==> src/rtl/jtframe_pll_phase_pkg.sv <==
// Shared types for the PLL phase-shift controller.
package jtframe_pll_pkg;

    typedef enum logic [2:0] {
        LOCKWAIT,
        IDLE,
        STEP,
        WAITLO,
        WAITHI,
        ERR
    } ph_state_e;

    localparam logic PH_UP = 1'b1;
    localparam logic PH_DN = 1'b0;

    // outclk_1 carries the shifted SDRAM clock on every supported family
    localparam logic [4:0] CNTSEL_CYCLONEV  = 5'd1;
    localparam logic [4:0] CNTSEL_CYCLONE10 = 5'd1;
    localparam logic [4:0] CNTSEL_DEF       = CNTSEL_CYCLONEV;

endpackage

==> src/rtl/jtframe_pll_phase_if.sv <==
// Config/PLL-side signal bundle of jtframe_pll_phase.
interface jtframe_pll_phase_if #(
    parameter int PHW = 6
);
    logic           locked;
    logic [PHW-1:0] target;
    logic           go;
    logic           busy;
    logic [PHW-1:0] cur;
    logic           err;
    logic           rst_core;
    logic           pll_phase_en;
    logic           pll_updn;
    logic [4:0]     pll_cntsel;
    logic           pll_phase_done;

    modport master (
        output locked, target, go, pll_phase_done,
        input  busy, cur, err, rst_core,
        input  pll_phase_en, pll_updn, pll_cntsel
    );

    modport slave (
        input  locked, target, go, pll_phase_done,
        output busy, cur, err, rst_core,
        output pll_phase_en, pll_updn, pll_cntsel
    );
endinterface

==> src/rtl/jtframe_sync.sv <==
// Two-flop synchronizer for single-bit asynchronous inputs.
module jtframe_sync (
    input  logic clk,
    input  logic rst,
    input  logic d_i,
    output logic q_o
);
    logic [1:0] ff_q;

    always_ff @(posedge clk or posedge rst) begin
        if (rst) ff_q <= '0;
        else     ff_q <= {ff_q[0], d_i};
    end

    assign q_o = ff_q[1];
endmodule

==> src/rtl/jtframe_pll_phase.sv <==
// Run-time SDRAM clock phase stepper with lock-gated core reset.
// JTFRAME_PHASE_RST_EN: also hold rst_core during and just after a move.
module jtframe_pll_phase
    import jtframe_pll_pkg::*;
#(
    parameter int         PHW     = 6,
    parameter logic [4:0] CNTSEL  = CNTSEL_DEF,
    parameter int         TOUT    = 255,
    parameter int         RSTHOLD = 1023
) (
    input logic clk,
    input logic rst,
    jtframe_pll_phase_if.slave io
);
    localparam int TW = $clog2(TOUT + 1);
    localparam int HW = $clog2(RSTHOLD + 1);

    ph_state_e      st_q, st_d;
    logic [PHW-1:0] cur_q, cur_d;
    logic [PHW-1:0] tgt_q, tgt_d;
    logic           updn_q, updn_d;
    logic [TW-1:0]  tcnt_q, tcnt_d;
    logic [HW-1:0]  hcnt_q, hcnt_d;
    logic [PHW-1:0] nxt;
    logic           lock_s, done_s, busy;

    jtframe_sync u_lock (
        .clk(clk), .rst(rst), .d_i(io.locked), .q_o(lock_s)
    );

    jtframe_sync u_done (
        .clk(clk), .rst(rst), .d_i(io.pll_phase_done), .q_o(done_s)
    );

    // Saturating step; a legal target never drives it into a rail
    always_comb begin
        nxt = cur_q;
        if (updn_q == PH_UP) begin
            if (cur_q != '1) nxt = cur_q + 1'b1;
        end else begin
            if (cur_q != '0) nxt = cur_q - 1'b1;
        end
    end

    always_comb begin
        st_d   = st_q;
        cur_d  = cur_q;
        tgt_d  = tgt_q;
        updn_d = updn_q;
        tcnt_d = tcnt_q;
        hcnt_d = hcnt_q;
        unique case (st_q)
            LOCKWAIT: begin
                if (!lock_s)                  hcnt_d = '0;
                else if (hcnt_q == HW'(RSTHOLD)) st_d = IDLE;
                else                          hcnt_d = hcnt_q + 1'b1;
            end
            IDLE: begin
                if (io.go) begin
                    tgt_d = io.target;
                    if (io.target != cur_q) begin
                        updn_d = (io.target > cur_q) ? PH_UP : PH_DN;
                        st_d   = STEP;
                    end
                end
            end
            STEP: st_d = WAITLO;
            WAITLO: begin
                if (!done_s)                   st_d = WAITHI;
                else if (tcnt_q == TW'(TOUT)) st_d = ERR;
                else                           tcnt_d = tcnt_q + 1'b1;
            end
            WAITHI: begin
                if (done_s) begin
                    cur_d = nxt;
                    st_d  = (nxt == tgt_q) ? IDLE : STEP;
                end else if (tcnt_q == TW'(TOUT)) begin
                    st_d = ERR;
                end else begin
                    tcnt_d = tcnt_q + 1'b1;
                end
            end
            ERR: st_d = ERR;
            default: st_d = LOCKWAIT;
        endcase
        // Lock loss abandons any step in flight without counting it
        if (st_q != ERR && !lock_s) begin
            st_d   = LOCKWAIT;
            cur_d  = cur_q;
            hcnt_d = '0;
        end
        if (st_d != st_q) tcnt_d = '0;
    end

    always_ff @(posedge clk or posedge rst) begin
        if (rst) begin
            st_q   <= LOCKWAIT;
            cur_q  <= '0;
            tgt_q  <= '0;
            updn_q <= PH_DN;
            tcnt_q <= '0;
            hcnt_q <= '0;
        end else begin
            st_q   <= st_d;
            cur_q  <= cur_d;
            tgt_q  <= tgt_d;
            updn_q <= updn_d;
            tcnt_q <= tcnt_d;
            hcnt_q <= hcnt_d;
        end
    end

    assign busy = (st_q == STEP) || (st_q == WAITLO) || (st_q == WAITHI);

`ifdef JTFRAME_PHASE_RST_EN
    logic [4:0] pcnt_q, pcnt_d;

    always_comb begin
        pcnt_d = pcnt_q;
        if (pcnt_q != '0) pcnt_d = pcnt_q - 1'b1;
        if (st_q == WAITHI && st_d == IDLE) pcnt_d = 5'd16;
    end

    always_ff @(posedge clk or posedge rst) begin
        if (rst) pcnt_q <= '0;
        else     pcnt_q <= pcnt_d;
    end

    assign io.rst_core = (st_q == LOCKWAIT) || (st_q == ERR)
                      || busy || (pcnt_q != '0);
`else
    assign io.rst_core = (st_q == LOCKWAIT) || (st_q == ERR);
`endif

    assign io.busy         = busy;
    assign io.cur          = cur_q;
    assign io.err          = (st_q == ERR);
    assign io.pll_phase_en = (st_q == STEP) || (st_q == WAITLO);
    assign io.pll_updn     = updn_q;
    assign io.pll_cntsel   = CNTSEL;
endmodule

==> src/flat_wrapper.sv <==
// flat-port wrapper written by rule: the top's interface ports become plain ports
module jtframe_pll_phase_flat import jtframe_pll_pkg::*;
#(
    parameter int         PHW     = 6,
    parameter logic [4:0] CNTSEL  = CNTSEL_DEF,
    parameter int         TOUT    = 255,
    parameter int         RSTHOLD = 1023
)
  (clk, rst, io_locked, io_target, io_go, io_pll_phase_done, io_busy, io_cur, io_err, io_rst_core, io_pll_phase_en, io_pll_updn, io_pll_cntsel);
  jtframe_pll_phase_if #(.PHW(PHW)) io_i ();
  input logic clk;
  input logic rst;
  input wire logic [$bits(io_i.locked)-1:0] io_locked;
  input wire logic [$bits(io_i.target)-1:0] io_target;
  input wire logic [$bits(io_i.go)-1:0] io_go;
  input wire logic [$bits(io_i.pll_phase_done)-1:0] io_pll_phase_done;
  output wire logic [$bits(io_i.busy)-1:0] io_busy;
  output wire logic [$bits(io_i.cur)-1:0] io_cur;
  output wire logic [$bits(io_i.err)-1:0] io_err;
  output wire logic [$bits(io_i.rst_core)-1:0] io_rst_core;
  output wire logic [$bits(io_i.pll_phase_en)-1:0] io_pll_phase_en;
  output wire logic [$bits(io_i.pll_updn)-1:0] io_pll_updn;
  output wire logic [$bits(io_i.pll_cntsel)-1:0] io_pll_cntsel;
  assign io_i.locked = io_locked;
  assign io_i.target = io_target;
  assign io_i.go = io_go;
  assign io_i.pll_phase_done = io_pll_phase_done;
  assign io_busy = io_i.busy;
  assign io_cur = io_i.cur;
  assign io_err = io_i.err;
  assign io_rst_core = io_i.rst_core;
  assign io_pll_phase_en = io_i.pll_phase_en;
  assign io_pll_updn = io_i.pll_updn;
  assign io_pll_cntsel = io_i.pll_cntsel;
  jtframe_pll_phase #(.PHW(PHW), .CNTSEL(CNTSEL), .TOUT(TOUT), .RSTHOLD(RSTHOLD)) u_core (.clk(clk), .rst(rst), .io(io_i));
endmodule
==> config.mk <==
export PLATFORM = sky130hd
export DESIGN_NAME = jtframe_pll_phase_flat
export DESIGN_NICKNAME = d
export VERILOG_FILES = /design/src/rtl/jtframe_pll_phase_pkg.sv /design/src/rtl/jtframe_pll_phase_if.sv /design/src/rtl/jtframe_sync.sv /design/src/rtl/jtframe_pll_phase.sv /design/src/flat_wrapper.sv
export SDC_FILE = /design/constraint.sdc
export NUM_CORES = 1
export LEC_CHECK = 0
export BUFFER_PORTS_ARGS = -buffer_cell sky130_fd_sc_hd__buf_2
export CORE_MARGIN = 8
export CORE_UTILIZATION = 30
export CTS_CLUSTER_DIAMETER = 60
export DETAILED_ROUTE_END_ITERATION = 8
export PLACE_DENSITY = 0.56
export SLEW_MARGIN = 5
export SYNTH_ARGS = -nofsm -noshare
export SYNTH_HDL_FRONTEND = slang
export SYNTH_SLANG_ARGS = --single-unit
==> constraint.sdc <==
create_clock -name clk -period 5.8 [get_ports clk]
set_input_delay 0.87 -clock clk [delete_from_list [all_inputs] [get_ports clk]]
set_output_delay 0.87 -clock clk [all_outputs]
set_load 0.1 [all_outputs]
-- Word level (Yosys, flattened, before mapping)
Index checks and enable logic that the tools add are counted.
- word-level logic and storage cells: 66
- bits in registers: 38
- output and inout port bits: 16
- bitwise operators: 1
- eq/ne operators: 15
- muxes and demuxes: 23
- reductions and logical operators: 14
- order comparisons: 1
- $add $sub $neg: 4
- operators by type and width (cell ; count):
    10-bit 2-to-1 mux ; 4
    8-bit 2-to-1 mux ; 4
    3-bit 2-to-1 mux ; 8
    6-bit 2-to-1 mux ; 3
    3-bit one-hot mux with 6 select lines ; 1
    8-bit one-hot mux with 2 select lines ; 1
    10-bit by 1-bit adder with 10-bit output, second input constant ; 1
    10-bit == test, second input constant ; 1
    3-bit AND reduction ; 3
    8-bit by 1-bit adder with 8-bit output, second input constant ; 1
    8-bit == test, second input constant ; 1
    6-bit by 1-bit adder with 6-bit output, second input constant ; 1
    3-bit by 2-bit == test with 1-bit output, second input constant ; 2
    3-bit == test, second input constant ; 2
    6-bit == test ; 1
    6-bit > comparator ; 1
    3-bit by 2-bit inequality test with 1-bit output, second input constant ; 2
    3-bit inequality test, second input constant ; 2
    6-bit inequality test ; 1
    6-bit inequality test, second input constant ; 1
    6-bit nonzero test ; 1
    6-bit by 1-bit subtractor with 6-bit output, second input constant ; 1
    2-bit AND reduction ; 2
    3-bit by 1-bit == test with 1-bit output, second input constant ; 1
    other kinds (10) ; 12

-- Longest topological paths before layout
Gate-level depths: netlist of run 1.
- word-level depth: 11
- depth in mapped cells: 10
- mapped depth without buffers: 9

-- Cells and area by module
A second synthesis of run 1 with hierarchy kept.
- cells, all modules: 318
- area total of the unflattened synthesis: 2698.8 um2
- modules (own cells, without submodules) (module ; area each (um2) ; cells each ; seq. area each (um2) ; instances):
    jtframe_pll_phase ; 2591.2 ; 312 ; 850.8 ; 1
    jtframe_sync ; 53.8 ; 3 ; 50.0 ; 2

-- Worst setup path after synthesis of run 1
OpenSTA, ideal clock, no wires.
- path type: reg-to-output
- from: reg u_core.st_q[2]
- to: out io_busy
- arrival: 2.661 ns
- slack: 2.269 ns
- data required time: 4.930 ns
- path buffers: 1
- stages on the path, launching flop included: 4
- path through: dfrtp_1 -> buf_2 -> nor2b_1 -> or2_2
- word-level cells in the longest chain between the ends: 3
- elaborated cells between the ends (all ways): 5
- those cells by class: 3 x eq/ne; 2 x reduce/logical
- RTL lines (what ; RTL line ; text):
    start: declaration ; jtframe_pll_phase.sv:18 ; ph_state_e st_q, st_d;
    start signal: assignment ; jtframe_pll_phase.sv:104 ; st_q <= st_d;
    3-bit by 2-bit == test with 1-bit output ; -- ;
    1-bit logical OR (*) ; -- ;
    net io_pll_phase_en ; flat_wrapper.sv:21 ; output wire logic [$bits(io_i.pll_phase_en)-1:0] io_pll_phase_en;
    1-bit logical OR (*) ; jtframe_pll_phase.sv:113 ; assign busy = (st_q == STEP) || (st_q == WAITLO) || (st_q == WAITHI);
    end: declaration ; flat_wrapper.sv:17 ; output wire logic [$bits(io_i.busy)-1:0] io_busy;
The timed path passes the listed nets; every way through them passes the cells marked *.

-- Final worst setup path of run 1
- from: reg u_core.st_q[1]
- to: out io_busy
- word-level cells in the longest chain between the ends: 3
- elaborated cells between the ends (all ways): 5
- those cells by class: 3 x eq/ne; 2 x reduce/logical
- RTL lines (what ; RTL line):
    3-bit by 2-bit == test with 1-bit output ; jtframe_pll_phase.sv:113
    1-bit logical OR ; jtframe_pll_phase.sv:113
    1-bit logical OR (*) ; jtframe_pll_phase.sv:113
Mark *: on every way between the ends. The rest lies on a longest branch, timed or not.

==> metrics.md, run 1 <==
| Metric | Value |
|---|---|
| Status | `complete, no violations` |
| Hold Path Cell Cnt | `0` |
| Vias in the first global route | `2063` |
| Tot Pwr | `around 0.00056 W` |
| CTS tree | `yes` |
| FF+latch count, synth | `38` |
| Setup TNS | `0 ns` |
| Input/output buffers | `21` |
| Critical R2R Launch | `u_core.io.cur[2]` |
| Final routed DRC violation total | `0` |
| Post-DRT Antenna Nets | `0` |
| Fmax | `0.340 GHz` |
| Initial Utilization | `0.307` |
| Post-synth ARST share | `1.00` |
| Overflow after GRT | `0` |
| # diodes | `0` |
| Worst-path clk slew | `~0.08 ns` |
| P_leak | `about 1.2 nW` |
| Clk_skew | `0.0109 ns` |
| Worst path required time | `around 4.9 ns` |
| Fin crit share | `0.507` |
| Reg2Reg Setup Slack | `3.01 ns` |
| Number of CTS-inserted buffers | `5` |
| Mapped Avg Cell Area | `8.97 um2` |
| Wirelength, routed | `5970 um` |
| Synth-to-Final Area Change | `11.5%` |
| Post-synthesis sequential area ratio | `0.378` |
| CTS max path bufs | `2` |
| FF/Latch Area | `951 um2` |
| Pwr per Cell Area | `200 nW/um2` |
| Fill cell count | `879` |
| Final core occ | `0.343` |
| Die X | `108 um` |
| Std cell rows | `33` |
| Pre-antenna DRT Iters | `4` |
| Top FF cell, synth | `dfrtp_1` |
| Worst-Skew Late Latency | `around 0.29 ns` |
| Nets | `319` |
| Final non-filler cell area | `2800 um2` |
| # hold bufs at CTS | `0` |
| Worst Max-Slew Pin Slew | `0.680 ns` |
| Drt via density | `between 5 and 6` |
| Multi-input gate area | `1440 um2` |
| Worst min-delay path startpoint | `u_core.u_done.ff_q[0]` |
| Largest net degree at the start of global routing | `39` |
| CORE AREA | `8180 um2` |
| GPL Wtd Cong | `0.839` |
| Syn Inst Count | `280` |
| Min Clock Period, post-route | `2.94 ns` |
| Commonest non-fill, non-tap cell in the layout | `dfrtp_1` |
| Post-CTS Setup Inserts | `0` |
| Crit path DAT | `2.07 ns` |
| Layout cells sized above 1 | `0.141` |
| H-Tree Depth | `2` |
| WS Path Type | `reg2out` |
| Setup violators final | `0` |
| Most frequent cells in the layout | `38 x dfrtp_1, 28 x nor2_1, 21 x buf_2` |
| CP Capture Type | `output pin` |
| Post-CTS sizing | `0` |
| Slew HR | `0.546` |
| Routed wire per std cell | `~15 um` |
| Reg2Reg Depth | `7` |
| Total GRT Usage | `0.109` |
| Die area | `11600 um2` |
| R2R Path End | `u_core.st_q[1]` |
| Grt met2 use | `0.167` |
| GR peak layer | `met2` |
| Synthesized area | `roughly 2500 um2` |
| Sw power | `between 0.0001 and 0.00015 W` |
| Clock share of power | `0.405` |
| Yosys Warn Count | `0` |
| Routed vias | `2081` |
| Comb power frac | `0.096` |
| Placement Cell Area | `2690 um2` |
| Internal Power | `0.000415 W` |
| Initial antenna violation count | `0` |
| DP HPWL | `4360 um` |
| RSZ-0062 raised after global routing | `no` |
| Met1 usage | `0.154` |
| Synth cell types | `53` |
| Hold Path End | `u_core.u_done.ff_q[1]` |
| Hold Crit Class | `reg2reg` |
| Height of the die | `around 110 um` |
| Final Max Tran Viols | `0` |
| Sink Count | `38` |
| VDD IR-drop max | `approximately 170 uV` |
| I/O pins | `27` |
| Finished Layout Cells | `403` |
| CP max FO | `13` |
| Hold Vio Cnt, Final | `0` |
| Placed cell count | `395` |
| Routing usage on met3 | `0.0162` |
| Root buf cell | `clkbuf_8` |
| Sequential Power Share | `0.499` |
| Number of flops mapped to enable cells by yosys | `0` |
| CP startpoint kind | `flop` |
| Sw Ratio | `0.259` |
| Iter 0 DRT Violations | `152` |
| First-pass GRT wire length | `10400 um` |
| Total of max-cap violations | `0` |
## worst max-delay path by stage
| stage | start | end | slack [ns] | depth (start not counted) |
|---|---|---|---|---|
| detailed placement | io_target[1] | u_core.tcnt_q[4] | 2.94 | 9 |
| global route | u_core.st_q[1] | io_busy | 2.73 | 3 |
| finish | u_core.st_q[1] | io_busy | 2.86 | 3 |
| CTS | u_core.st_q[1] | io_busy | 2.84 | 3 |
| global placement | io_target[1] | u_core.tcnt_q[5] | 2.91 | 9 |
| floorplan | u_core.st_q[2] | io_busy | 2.27 | 3 |
## synth_stat cells (4+ instances only)
cell type	instances	area share
ha_1	11	0.055
nand3_1	9	0.018
a22o_1	5	0.017
buf_4	5	0.015
nor3_1	5	0.010
o21ai_0	13	0.026
a21oi_1	13	0.026
and3_1	6	0.015
and4_1	4	0.014
mux2_2	7	0.031
o22ai_1	4	0.010
inv_1	15	0.022
nand4_1	10	0.025
a31oi_1	5	0.012
dfrtp_1	38	0.38
nor2_1	28	0.042
xnor2_1	9	0.031
clkbuf_1	9	0.013
nand2_1	18	0.027
a21o_1	4	0.012
xor2_1	14	0.049
## power groups by stage
stage | Sequential [W] | Clock, W | Combinational (W)
2_1_floorplan | 0.000283 | 0 | 0.0000440
3_3_place_gp | 0.000284 | 0 | 0.0000541
3_5_place_dp | 0.000284 | 0 | 0.0000541
4_1_cts | 0.000279 | 0.000236 | 0.0000543
5_1_grt | 0.000280 | 0.000242 | 0.0000598
6_report | 0.000279 | 0.000227 | 0.0000539
## stage by stage
step           worst slack [ns]  hold WS [ns]
2_1_floorplan              2.27         0.331
3_3_place_gp               2.91         0.337
3_5_place_dp               2.94         0.339
4_1_cts                    2.84         0.358
5_1_grt                    2.73         0.382
6_report                   2.86         0.355
## per-layer routing
| layer | wire length (um) | part of all wire | up-vias |
|---|---|---|---|
| li1 | - | - | 1036 |
| met1 | 2920 | 0.49 | 996 |
| met2 | 2770 | 0.46 | 42 |
| met3 | 195 | 0.033 | 7 |
| met4 | 79 | 0.013 | 0 |
| met5 | 0 | 0 | - |
## cell type report
cell class / instances / area share
Clock buffer: 6 / 0.0259
Inverter: 15 / 0.0201
Clock inverter: 2 / 0.0134
Tap cell: 105 / 0.0469
Timing Repair Buffer: 22 / 0.0402
Multi-Input combinational cell: 215 / 0.514
Sequential cell: 38 / 0.339
## registers in the layout, indices dropped and copies added (netlist names)
signal and count:
u_core.tgt_q 6, u_core.io.cur 6, u_core.hcnt_q 10, u_core.u_lock.ff_q 2, u_core.u_done.ff_q 2, u_core.io.pll_updn 1
u_core.tcnt_q 8, u_core.st_q 3
## worst max-delay path: stages (launching register included)
cell and delay [ns]:
dfrtp_1 0.53, nor3b_1 0.60, or2_2 0.22, buf_2 0.42
## cell families (layout without fill, tap and decap cells)
kind of cell             after synthesis  in the layout  synth area share
AO/OA/AOI/OAI                         68             68             0.188
flip-flops                            38             38             0.378
other                                  2              5           0.00299
AND/OR/NAND/NOR                       99             99             0.203
XOR/XNOR                              23             23            0.0802
adder cells (fa/ha/maj)               11             11            0.0548
buffers and inverters                 30             45            0.0528
multiplexers                           9              9            0.0393
Power figures use the tool's default switching activity.
==> run 2, diff against run 1 <==
clock period = 2.9 ns   (was 5.8 ns; I/O delays follow)
==> run 2 against run 1 <==
  * Die area stayed put
  * Worst setup slack worse by 2.5 ns
  * Combinational power rose by 120%
  * Total power up 88%
  * Worst hold slack got worse by 0.12 ns
  * Highest routed layer unchanged
  * Clock power increased by 69%
  * Utilization grew 0.83 points
==> metrics.md, run 2 (synthesis results as in run 1) <==
| Metric | Value |
|---|---|
| Most frequent cells in the layout | `34 x dfrtp_1, 27 x nor2_1, 21 x buf_2` |
| RSZ-0062 raised after global routing | `no` |
| Fmax | `0.400 GHz` |
| CTS max path bufs | `2 (unchanged)` |
| VDD IR-drop max | `260 uV (+54%)` |
| Pwr per Cell Area | `367 nW/um2 (+84%)` |
| Post-CTS Setup Inserts | `0 (unchanged)` |
| First-pass GRT wire length | `10300 um (-1.1%)` |
| Reg2Reg Depth | `10 (+3)` |
| Biggest regs | `u_core.hcnt_q: 10 flops, u_core.tcnt_q: 8 flops` |
| Hold Crit Class | `in2async` |
| Vias in the first global route | `2070 (+0.34%)` |
| H-Tree Depth | `2 (unchanged)` |
| Pre-antenna DRT Iters | `5 (+1)` |
| Height of the die | `108 um (unchanged)` |
| Total GRT Usage | `0.109 (-0.000390)` |
| Die X | `108 um (unchanged)` |
| Root buf cell | `clkbuf_8` |
| Sw Ratio | `0.271 (+0.0118)` |
| Setup violators final | `0 (unchanged)` |
| Worst-path clk slew | `0.08 ns (about the same)` |
| Clk_skew | `0.00532 ns (-0.00563 ns)` |
| CORE AREA | `8180 um2 (unchanged)` |
| I/O pins | `27 (unchanged)` |
| Commonest non-fill, non-tap cell in the layout | `dfrtp_1` |
| Worst-Skew Late Latency | `0.29 ns (about the same)` |
| Post-DRT Antenna Nets | `0 (unchanged)` |
| Internal Power | `0.000768 W (+85%)` |
| Final Max Tran Viols | `0 (unchanged)` |
| CP max FO | `8 (-5)` |
| Worst hold margin | `0.238 ns (-0.117 ns)` |
| Final routed DRC violation total | `0 (unchanged)` |
| Min Clock Period, post-route | `2.50 ns` |
| Post-CTS sizing | `0 (unchanged)` |
| CTS tree | `yes` |
| CP Capture Type | `flop` |
| DP HPWL | `4560 um (+4.5%)` |
| CP startpoint kind | `flop` |
| GPL Wtd Cong | `0.909 (+8.3%)` |
| Wirelength, routed | `5970 um (about the same)` |
| Initial Utilization | `0.307 (unchanged)` |
| Setup TNS | `0 ns (unchanged)` |
| Comb power frac | `0.112 (+0.016)` |
| Routing usage on met3 | `0.0168 (+0.000599)` |
| Std cell rows | `33 (unchanged)` |
| Overflow after GRT | `0 (unchanged)` |
| Sequential Power Share | `0.525 (+0.026)` |
| # hold bufs at CTS | `0 (unchanged)` |
| P_leak | `1.29 nW (+3.0%)` |
| Sw power | `0.000285 W (+97%)` |
| Layout cells sized above 1 | `0.186 (+0.0453)` |
| Number of flip-flops in the largest register | `10 (unchanged)` |
| Met1 usage | `0.147 (-0.00722)` |
| Routed wire per std cell | `14.5 um (-1.9%)` |
| Routed vias | `2147 (+3.2%)` |
| Nets | `327 (+2.5%)` |
| WS Path Type | `reg2reg` |
| Status | `complete, no violations` |
| Placement Cell Area | `2770 um2 (+3.1%)` |
| Slew HR | `0.544 (-0.00189)` |
| Die area | `11600 um2 (unchanged)` |
| Number of CTS-inserted buffers | `5 (unchanged)` |
| GR peak layer | `met2` |
| Total of max-cap violations | `0 (unchanged)` |
| Hold Vio Cnt, Final | `0 (unchanged)` |
| Synth-to-Final Area Change | `14.2%` |
| # diodes | `0 (unchanged)` |
| Largest net degree at the start of global routing | `24 (-38%)` |
| Drt via density | `5.22 (+1.2%)` |
| Clock share of power | `0.363 (-0.042)` |
| Input/output buffers | `21 (unchanged)` |
| Worst path required time | `3.06 ns (-1.87 ns)` |
| Worst Max-Slew Pin Slew | `0.684 ns (+0.00356 ns)` |
| Fin crit share | `0.861` |
| Iter 0 DRT Violations | `127 (-16%)` |
| Final non-filler cell area | `2870 um2 (+2.4%)` |
| Largest register by flop count | `u_core.hcnt_q` |
| Sink Count | `38 (unchanged)` |
| Grt met2 use | `0.167 (unchanged)` |
| Initial antenna violation count | `0 (unchanged)` |
| Crit path DAT | `2.65 ns (+0.58 ns)` |
## run 2: area by class of cell
type                            count  area (um2)
Fill cell                         853        5310
Inverter                           15        56.3
Clock inverter                      2        12.5
Timing Repair Buffer               30         185
Tap cell                          105         131
Multi-Input combinational cell    215        1450
Clock buffer                        6        82.6
Sequential cell                    38         956
## run 2: per-layer routing
layer / part of all wire / vias to the layer above
li1: - / 1057
met1: 0.48 / 1017
met2: 0.45 / 65
met3: 0.048 / 8
met4: 0.018 / 0
met5: 0 / -
## run 2: worst paths after layout
check | endpoint | slack [ns] | start
min in group clk | u_core.u_lock.ff_q[0] | 0.25 | io_locked
worst max-delay path | u_core.st_q[1] | 0.40 | u_core.io.cur[0]
max in group asynchronous | u_core.tcnt_q[2] | 2.11 | rst
worst min-delay path | u_core.hcnt_q[7] | 0.24 | rst
worst min register to register | u_core.u_done.ff_q[1] | 0.35 | u_core.u_done.ff_q[0]
worst max register to register | u_core.st_q[1] | 0.40 | u_core.io.cur[0]
## run 2: worst max-delay path, cell delays in order, from the launching register on
cell	delay [ns]
dfrtp_2	0.47
inv_1	0.14
ha_1	0.19
nor3b_1	0.32
buf_4	0.20
a21oi_1	0.08
o32ai_1	0.35
xor2_1	0.18
nand2_1	0.08
o311ai_1	0.28
a221oi_2	0.10
## run 2: metrics by stage
step	util	worst slack (ns)	std cells	total power (W)
6_report	0.351	0.403	411	0.00105
5_1_grt	0.351	0.238	411	0.00110
4_1_cts	0.351	0.399	411	0.00107
3_5_place_dp	0.339	0.415	403	0.000682
3_3_place_gp	0.339	0.448	403	0.000681
2_1_floorplan	-	0.0812	283	0.000654
## run 2: power by group through the flow
stage	combinational, W	sequential [W]	clock [W]
after global placement	0.000118	0.000563	0
after floorplan	0.0000880	0.000566	0
final	0.000117	0.000553	0.000383
after CTS	0.000119	0.000553	0.000401
after global routing	0.000130	0.000555	0.000419
after detailed placement	0.000118	0.000563	0
